--- src/rtl/online_to_binary_serial_if.sv ---
// Conversion handshake: start pulse, qualified signed-digit stream in; result and status out.
interface online_to_binary_serial_if #(parameter int no_of_digits = 8);
  logic                  start;
  logic                  din_valid;
  logic                  dinp;
  logic                  dinn;
  logic [no_of_digits:0] dout;
  logic                  busy;
  logic                  finish;

  modport master (output start, din_valid, dinp, dinn, input dout, busy, finish);
  modport slave  (input start, din_valid, dinp, dinn, output dout, busy, finish);
endinterface

--- src/rtl/online_to_binary_serial.sv ---
// Serial MSB-first radix-2 signed-digit to two's-complement converter (on-the-fly Q/QM).
// Result lands on the same edge as the last digit; din_valid low simply stalls the conversion.
module online_to_binary_serial #(
  parameter int no_of_digits = 8
) (
  input  logic                         clk,
  input  logic                         rst,
  online_to_binary_serial_if.slave     bus
);
  localparam int W  = no_of_digits + 1;
  localparam int CW = $clog2(no_of_digits + 1);

  typedef enum logic [1:0] {IDLE, RUN, DONE} state_t;

  state_t         state;
  logic [W-1:0]   q, qm, q_next, qm_next;
  logic [CW-1:0]  cnt;
  logic [W-1:0]   dout;
  logic           busy, finish;
  logic           dig_pos, dig_neg;

  assign dig_pos = bus.dinp & ~bus.dinn;
  assign dig_neg = bus.dinn & ~bus.dinp;

  // Appending a digit: both candidates are left shifts of Q or QM with a 0/1 fill.
  always_comb begin
    q_next  = {q[W-2:0], 1'b0};
    qm_next = {qm[W-2:0], 1'b1};
    if (dig_pos) begin
      q_next  = {q[W-2:0], 1'b1};
      qm_next = {q[W-2:0], 1'b0};
    end else if (dig_neg) begin
      q_next  = {qm[W-2:0], 1'b1};
      qm_next = {qm[W-2:0], 1'b0};
    end
  end

  always_ff @(posedge clk) begin
    if (rst) begin
      state  <= IDLE;
      q      <= '0;
      qm     <= '1;
      cnt    <= '0;
      dout   <= '0;
      busy   <= 1'b0;
      finish <= 1'b0;
    end else if (bus.start) begin
      state  <= RUN;
      q      <= '0;
      qm     <= '1;
      cnt    <= '0;
      busy   <= 1'b1;
      finish <= 1'b0;
    end else begin
      case (state)
        RUN: begin
          if (bus.din_valid) begin
            q  <= q_next;
            qm <= qm_next;
            if (cnt == CW'(no_of_digits - 1)) begin
              dout   <= q_next;
              finish <= 1'b1;
              busy   <= 1'b0;
              state  <= DONE;
            end else begin
              cnt <= cnt + 1'b1;
            end
          end
        end
        default: ;
      endcase
    end
  end

  assign bus.dout   = dout;
  assign bus.busy   = busy;
  assign bus.finish = finish;
endmodule
--- src/flat_wrapper.sv ---
// flat-port wrapper written by rule: the top's interface ports become plain ports
module online_to_binary_serial_flat 
#(
  parameter int no_of_digits = 8
)
  (clk, rst, bus_start, bus_din_valid, bus_dinp, bus_dinn, bus_dout, bus_busy, bus_finish);
  online_to_binary_serial_if #(.no_of_digits(no_of_digits)) bus_i ();
  input  logic clk;
  input  logic rst;
  input wire logic [$bits(bus_i.start)-1:0] bus_start;
  input wire logic [$bits(bus_i.din_valid)-1:0] bus_din_valid;
  input wire logic [$bits(bus_i.dinp)-1:0] bus_dinp;
  input wire logic [$bits(bus_i.dinn)-1:0] bus_dinn;
  output wire logic [$bits(bus_i.dout)-1:0] bus_dout;
  output wire logic [$bits(bus_i.busy)-1:0] bus_busy;
  output wire logic [$bits(bus_i.finish)-1:0] bus_finish;
  assign bus_i.start = bus_start;
  assign bus_i.din_valid = bus_din_valid;
  assign bus_i.dinp = bus_dinp;
  assign bus_i.dinn = bus_dinn;
  assign bus_dout = bus_i.dout;
  assign bus_busy = bus_i.busy;
  assign bus_finish = bus_i.finish;
  online_to_binary_serial #(.no_of_digits(no_of_digits)) u_core (.clk(clk), .rst(rst), .bus(bus_i));
endmodule
--- config.mk ---
export PLATFORM = sky130hd
export DESIGN_NAME = online_to_binary_serial_flat
export DESIGN_NICKNAME = d
export VERILOG_FILES = /design/src/rtl/online_to_binary_serial_if.sv /design/src/rtl/online_to_binary_serial.sv /design/src/flat_wrapper.sv
export SDC_FILE = /design/constraint.sdc
export NUM_CORES = 1
export LEC_CHECK = 0
export CAP_MARGIN = 30
export CORE_ASPECT_RATIO = 0.9
export CORE_MARGIN = 8
export CORE_UTILIZATION = 40
export DETAILED_ROUTE_END_ITERATION = 8
export SYNTH_ARGS = -nofsm -noshare
export SYNTH_HDL_FRONTEND = slang
export SYNTH_SLANG_ARGS = --single-unit
export TNS_END_PERCENT = 5
--- constraint.sdc ---
create_clock -name clk -period 1.7 [get_ports clk]
set_input_delay 0.34 -clock clk [delete_from_list [all_inputs] [get_ports clk]]
set_output_delay 0.34 -clock clk [all_outputs]
set_load 0.005 [all_outputs]
==> Implementation_results.wiki <==
{| class="wikitable"
! Metric !! Value
|-
| Number of antenna diodes || 0
|-
| Critical path startpoint category || primary input
|-
| Clock power frac || a little under half
|-
| Ys flop type || dfxtp_1
|-
| CP required || 1.87 ns
|-
| Total number of vias || 1138
|-
| Die H || between 70 and 80 um
|-
| Routability cong. || between 0.7 and 0.8
|-
| Final clock period utilization by the worst path || 95.6%
|-
| Boundary Pins || 17
|-
| Global-route wire length before repair || 5120 um
|-
| Number of unique standard cell types used by synthesis || 26
|-
| Combined area of all synthesized cells || 1350 um2
|-
| Synthesized Nets || between 100 and 150
|-
| H-Tree Level Count || 2
|-
| Total negative slack for setup checks || 0 ns
|-
| TritonCTS clock tree || done
|-
| Area occupied by multi-input gates || roughly 660 um2
|-
| Number of detailed-routing iterations run before antenna repair || 4
|-
| Number of warnings printed during yosys synthesis || 0
|-
| Clock Tree Buf Depth || 2
|-
| Most instantiated cells after synthesis || dfxtp_1 (31), a211oi_1 (15), mux2i_1 (15), nor2_1 (10), nand2_1 (9)
|-
| Min setup slack post-route || about 0.075 ns
|-
| Layout cells sized above 1 || 14.0%
|-
| Overall routed net length || ~3000 um
|-
| Longest individual stage delay on the worst path || about 0.48 ns
|-
| CTS Buf Count || 5
|-
| Average wire per cell in the routed design || approximately 15 um
|-
| Sequential cell area || about 620 um2
|-
| Total of endpoints with negative setup slack in the final report || 0
|-
| Library cell occupying the most area in the post-synthesis netlist || dfxtp_1
|-
| Clock network latency to the later pin of the worst-skew pair || ~0.29 ns
|-
| Internal Dissipation || 1280 uW
|-
| All-layer global routing usage || 11.8%
|-
| CTS clk-pin slew, worst paths || around 0.070 ns
|-
| Worst-case clock skew || ~0.0054 ns
|-
| Outcome || finished, final reports clean
|-
| Most repeated cell in the gate-level netlist after synthesis || dfxtp_1
|-
| CTS Root Buffer Type || clkbuf_8
|-
| Cells after synthesis || about 140
|-
| End of the worst register-to-register path || u_core.cnt[0]
|-
| Antenna violations before repair || 0
|-
| Slew at the pin with the worst max-slew slack || ~0.24 ns
|-
| Post-synth EDFFs || 0
|-
| Sum of overflow across all layers after global routing || 0
|-
| Crit path DAT || roughly 1.8 ns
|-
| Register bit count reported by yosys || 31
|-
| Peak supply drop || approximately 550 uV
|-
| Number of nets in the layout || 172
|-
| Drt drc || 0
|-
| Pre-CTS setup slack || -0.247 ns
|-
| Worst flop-to-flop path startpoint || u_core.cnt[0]
|-
| DRC marker count from the first detailed-route iteration || 92
|-
| Synthesis-to-layout area growth || 28.0%
|-
| Relative contribution of combinational cells to total power || approximately 8.5%
|-
| Port Buffers || 16
|-
| Fraction of synthesized cell area taken by the top area cell type || between 40 and 50%
|-
| Hold_ws || around 0.46 ns
|-
| Die area || 5480 um2
|-
| Slew HR || 83.5%
|-
| Maximum net fanout on the critical path || 8
|-
| Start point of the critical path || bus_dinn
|-
| Proportion of power drawn by flip-flops and latches || between 40% and 50%
|-
| Sw power || 367 uW
|-
| Horizontal die dimension || slightly below 80 um
|-
| Fraction of power spent switching nets || between 20% and 30%
|-
| Largest net degree at the start of global routing || 28
|-
| Sinks on Clock Net || 31
|-
| Mean Syn Cell Area || between 9 and 10 um2
|-
| Synth top area cells || dfxtp_1 (46%), mux2i_1 (11%), a211oi_1 (8.4%)
|-
| HPWL Detailed || roughly 2200 um
|-
| RSZ-0062 raised after global routing || yes
|-
| Power density cells || 956 nW/um2
|-
| Share of synthesized flip-flops with an asynchronous set or reset || 0%
|-
| Time the worst path needs with I/O delays and setup || about 1.6 ns
|-
| Effective utilization at floorplan || between 40% and 50%
|-
| Setup crit end || u_core.q[7]
|-
| Final Hold Violating Endpoints || 0
|-
| Number of nets still failing antenna checks after routing || 0
|-
| Highest Clock Rate || a little over 600 MHz
|-
| Via count of the first global-routing pass || between 1k and 1.5k
|-
| Worst path cell trace || clkdlybuf4s50_1 -> inv_1 -> ha_1 -> nor2b_1 -> buf_4 -> mux2i_1 -> a211oi_1
|-
| Leakage Power || 0.000649 uW
|-
| R2r setup slk || approximately 0.23 ns
|-
| Slowest stage cell on the critical path || clkdlybuf4s50_1
|-
| Worst hold path class || reg -> reg
|-
| FF-to-FF path depth || 5
|-
| Type of destination of the critical path || flip-flop
|-
| Rows || 20
|-
| Share of the yosys chip area belonging to registers || 46.1%
|-
| Type of the setup path with the least slack || in -> reg
|-
| Final design utilization || between 50% and 60%
|-
| Total of max-cap violations || 0
|-
| Vias per cell || ~5.5
|-
| Total core area || around 3300 um2
|-
| Filler Cells Inserted || around 320
|-
| Pins over their slew limit || 0
|}
==> worst max-delay path, delay by kind of cell <==
| family | cells | cell delay (ns) |
|---|---|---|
| buf+inv | 3 | 0.73 |
| compound gates | 1 | 0.12 |
| mux | 1 | 0.29 |
| fa+ha+maj | 1 | 0.19 |
| simple gates | 1 | 0.12 |
==> timing repair <==
action	4_1_cts	5_1_grt
resized for setup	0	1
hold buffers	0	0
buffers inserted	0	0
endpoints found under the setup margin	0	10
==> cell families after synthesis <==
logic type	synth area share, %
buffers and inverters	4.93
adder cells (fa/ha/maj)	2.79
flip-flops	46.1
AND/OR/NAND/NOR	13.0
multiplexers	11.2
AO/OA/AOI/OAI	22.0
==> cell type report <==
type                            instances  share of cell area (%)
Timing Repair Buffer                   27                    14.8
Multi-Input combinational cell         95                    38.4
Inverter                                3                   0.654
Clock inverter                          2                    2.03
Tap cell                               44                    3.20
Sequential cell                        31                    36.0
Clock buffer                            6                    4.80
==> per-stage QoR <==
| step | area [um2] | std cells | total power (uW) |
|---|---|---|---|
| after floorplan | 1350 | 139 | 855 |
| after global placement | 1600 | 200 | 903 |
| after detailed placement | 1600 | 200 | 906 |
| after CTS | 1720 | 208 | 1660 |
| after global routing | 1720 | 208 | 1710 |
| final | 1720 | 208 | 1650 |
==> layout by cell type (no fill, tap or decap) <==
cell type and count:
nand3_1 3, clkbuf_8 6, a211oi_1 15, clkdlybuf4s50_1 16, buf_4 10, nor2_1 10, clkinv_2 1, o31ai_1 1
o211ai_1 7, nand3b_4 1, ha_1 3, nand2_1 9, nor3_2 1, and3b_1 2, mux2i_2 1, o21a_1 1
a31oi_1 8, buf_12 1, dfxtp_1 31, or2_2 1, mux2i_1 14, or4_1 2, nand3b_1 1, a21oi_1 8
o21ai_0 5, inv_1 2, clkinv_1 1, bufinv_16 1, nor2b_1 1, or3_1 1
==> power groups by stage <==
stage | Combinational (uW) | Clock (uW) | Sequential (uW)
CTS | 139 | 770 | 751
finish | 140 | 755 | 751
detailed placement | 139 | 0 | 767
global route | 157 | 802 | 753
global placement | 137 | 0 | 767
floorplan | 90.1 | 0 | 764
==> layer usage <==
metal	vias to the layer above	wire length, um	track usage [%]
met5	-	0	0
met4	0	74	8.16
met3	7	141	4.43
met2	25	1410	18.7
met1	542	1400	12.9
li1	564	-	-
==> registers in the layout, indices dropped and copies added (netlist names) <==
| name | flops |
|---|---|
| u_core.bus.dout | 9 |
| u_core.q | 8 |
| u_core.qm | 8 |
| u_core.cnt | 4 |
| u_core.bus.finish | 1 |
| u_core.state | 1 |
==> worst min-delay path by stage <==
stage	start	slack (ns)	to	depth (start not counted)
CTS	u_core.qm[0]	0.46	u_core.qm[0]	2
global placement	u_core.qm[0]	0.46	u_core.qm[0]	2
finish	u_core.qm[0]	0.46	u_core.qm[0]	2
global route	u_core.qm[0]	0.50	u_core.qm[0]	2
floorplan	u_core.qm[0]	0.43	u_core.qm[0]	2
detailed placement	u_core.qm[0]	0.46	u_core.qm[0]	2
No activity file was read; power rests on OpenSTA's default activity.
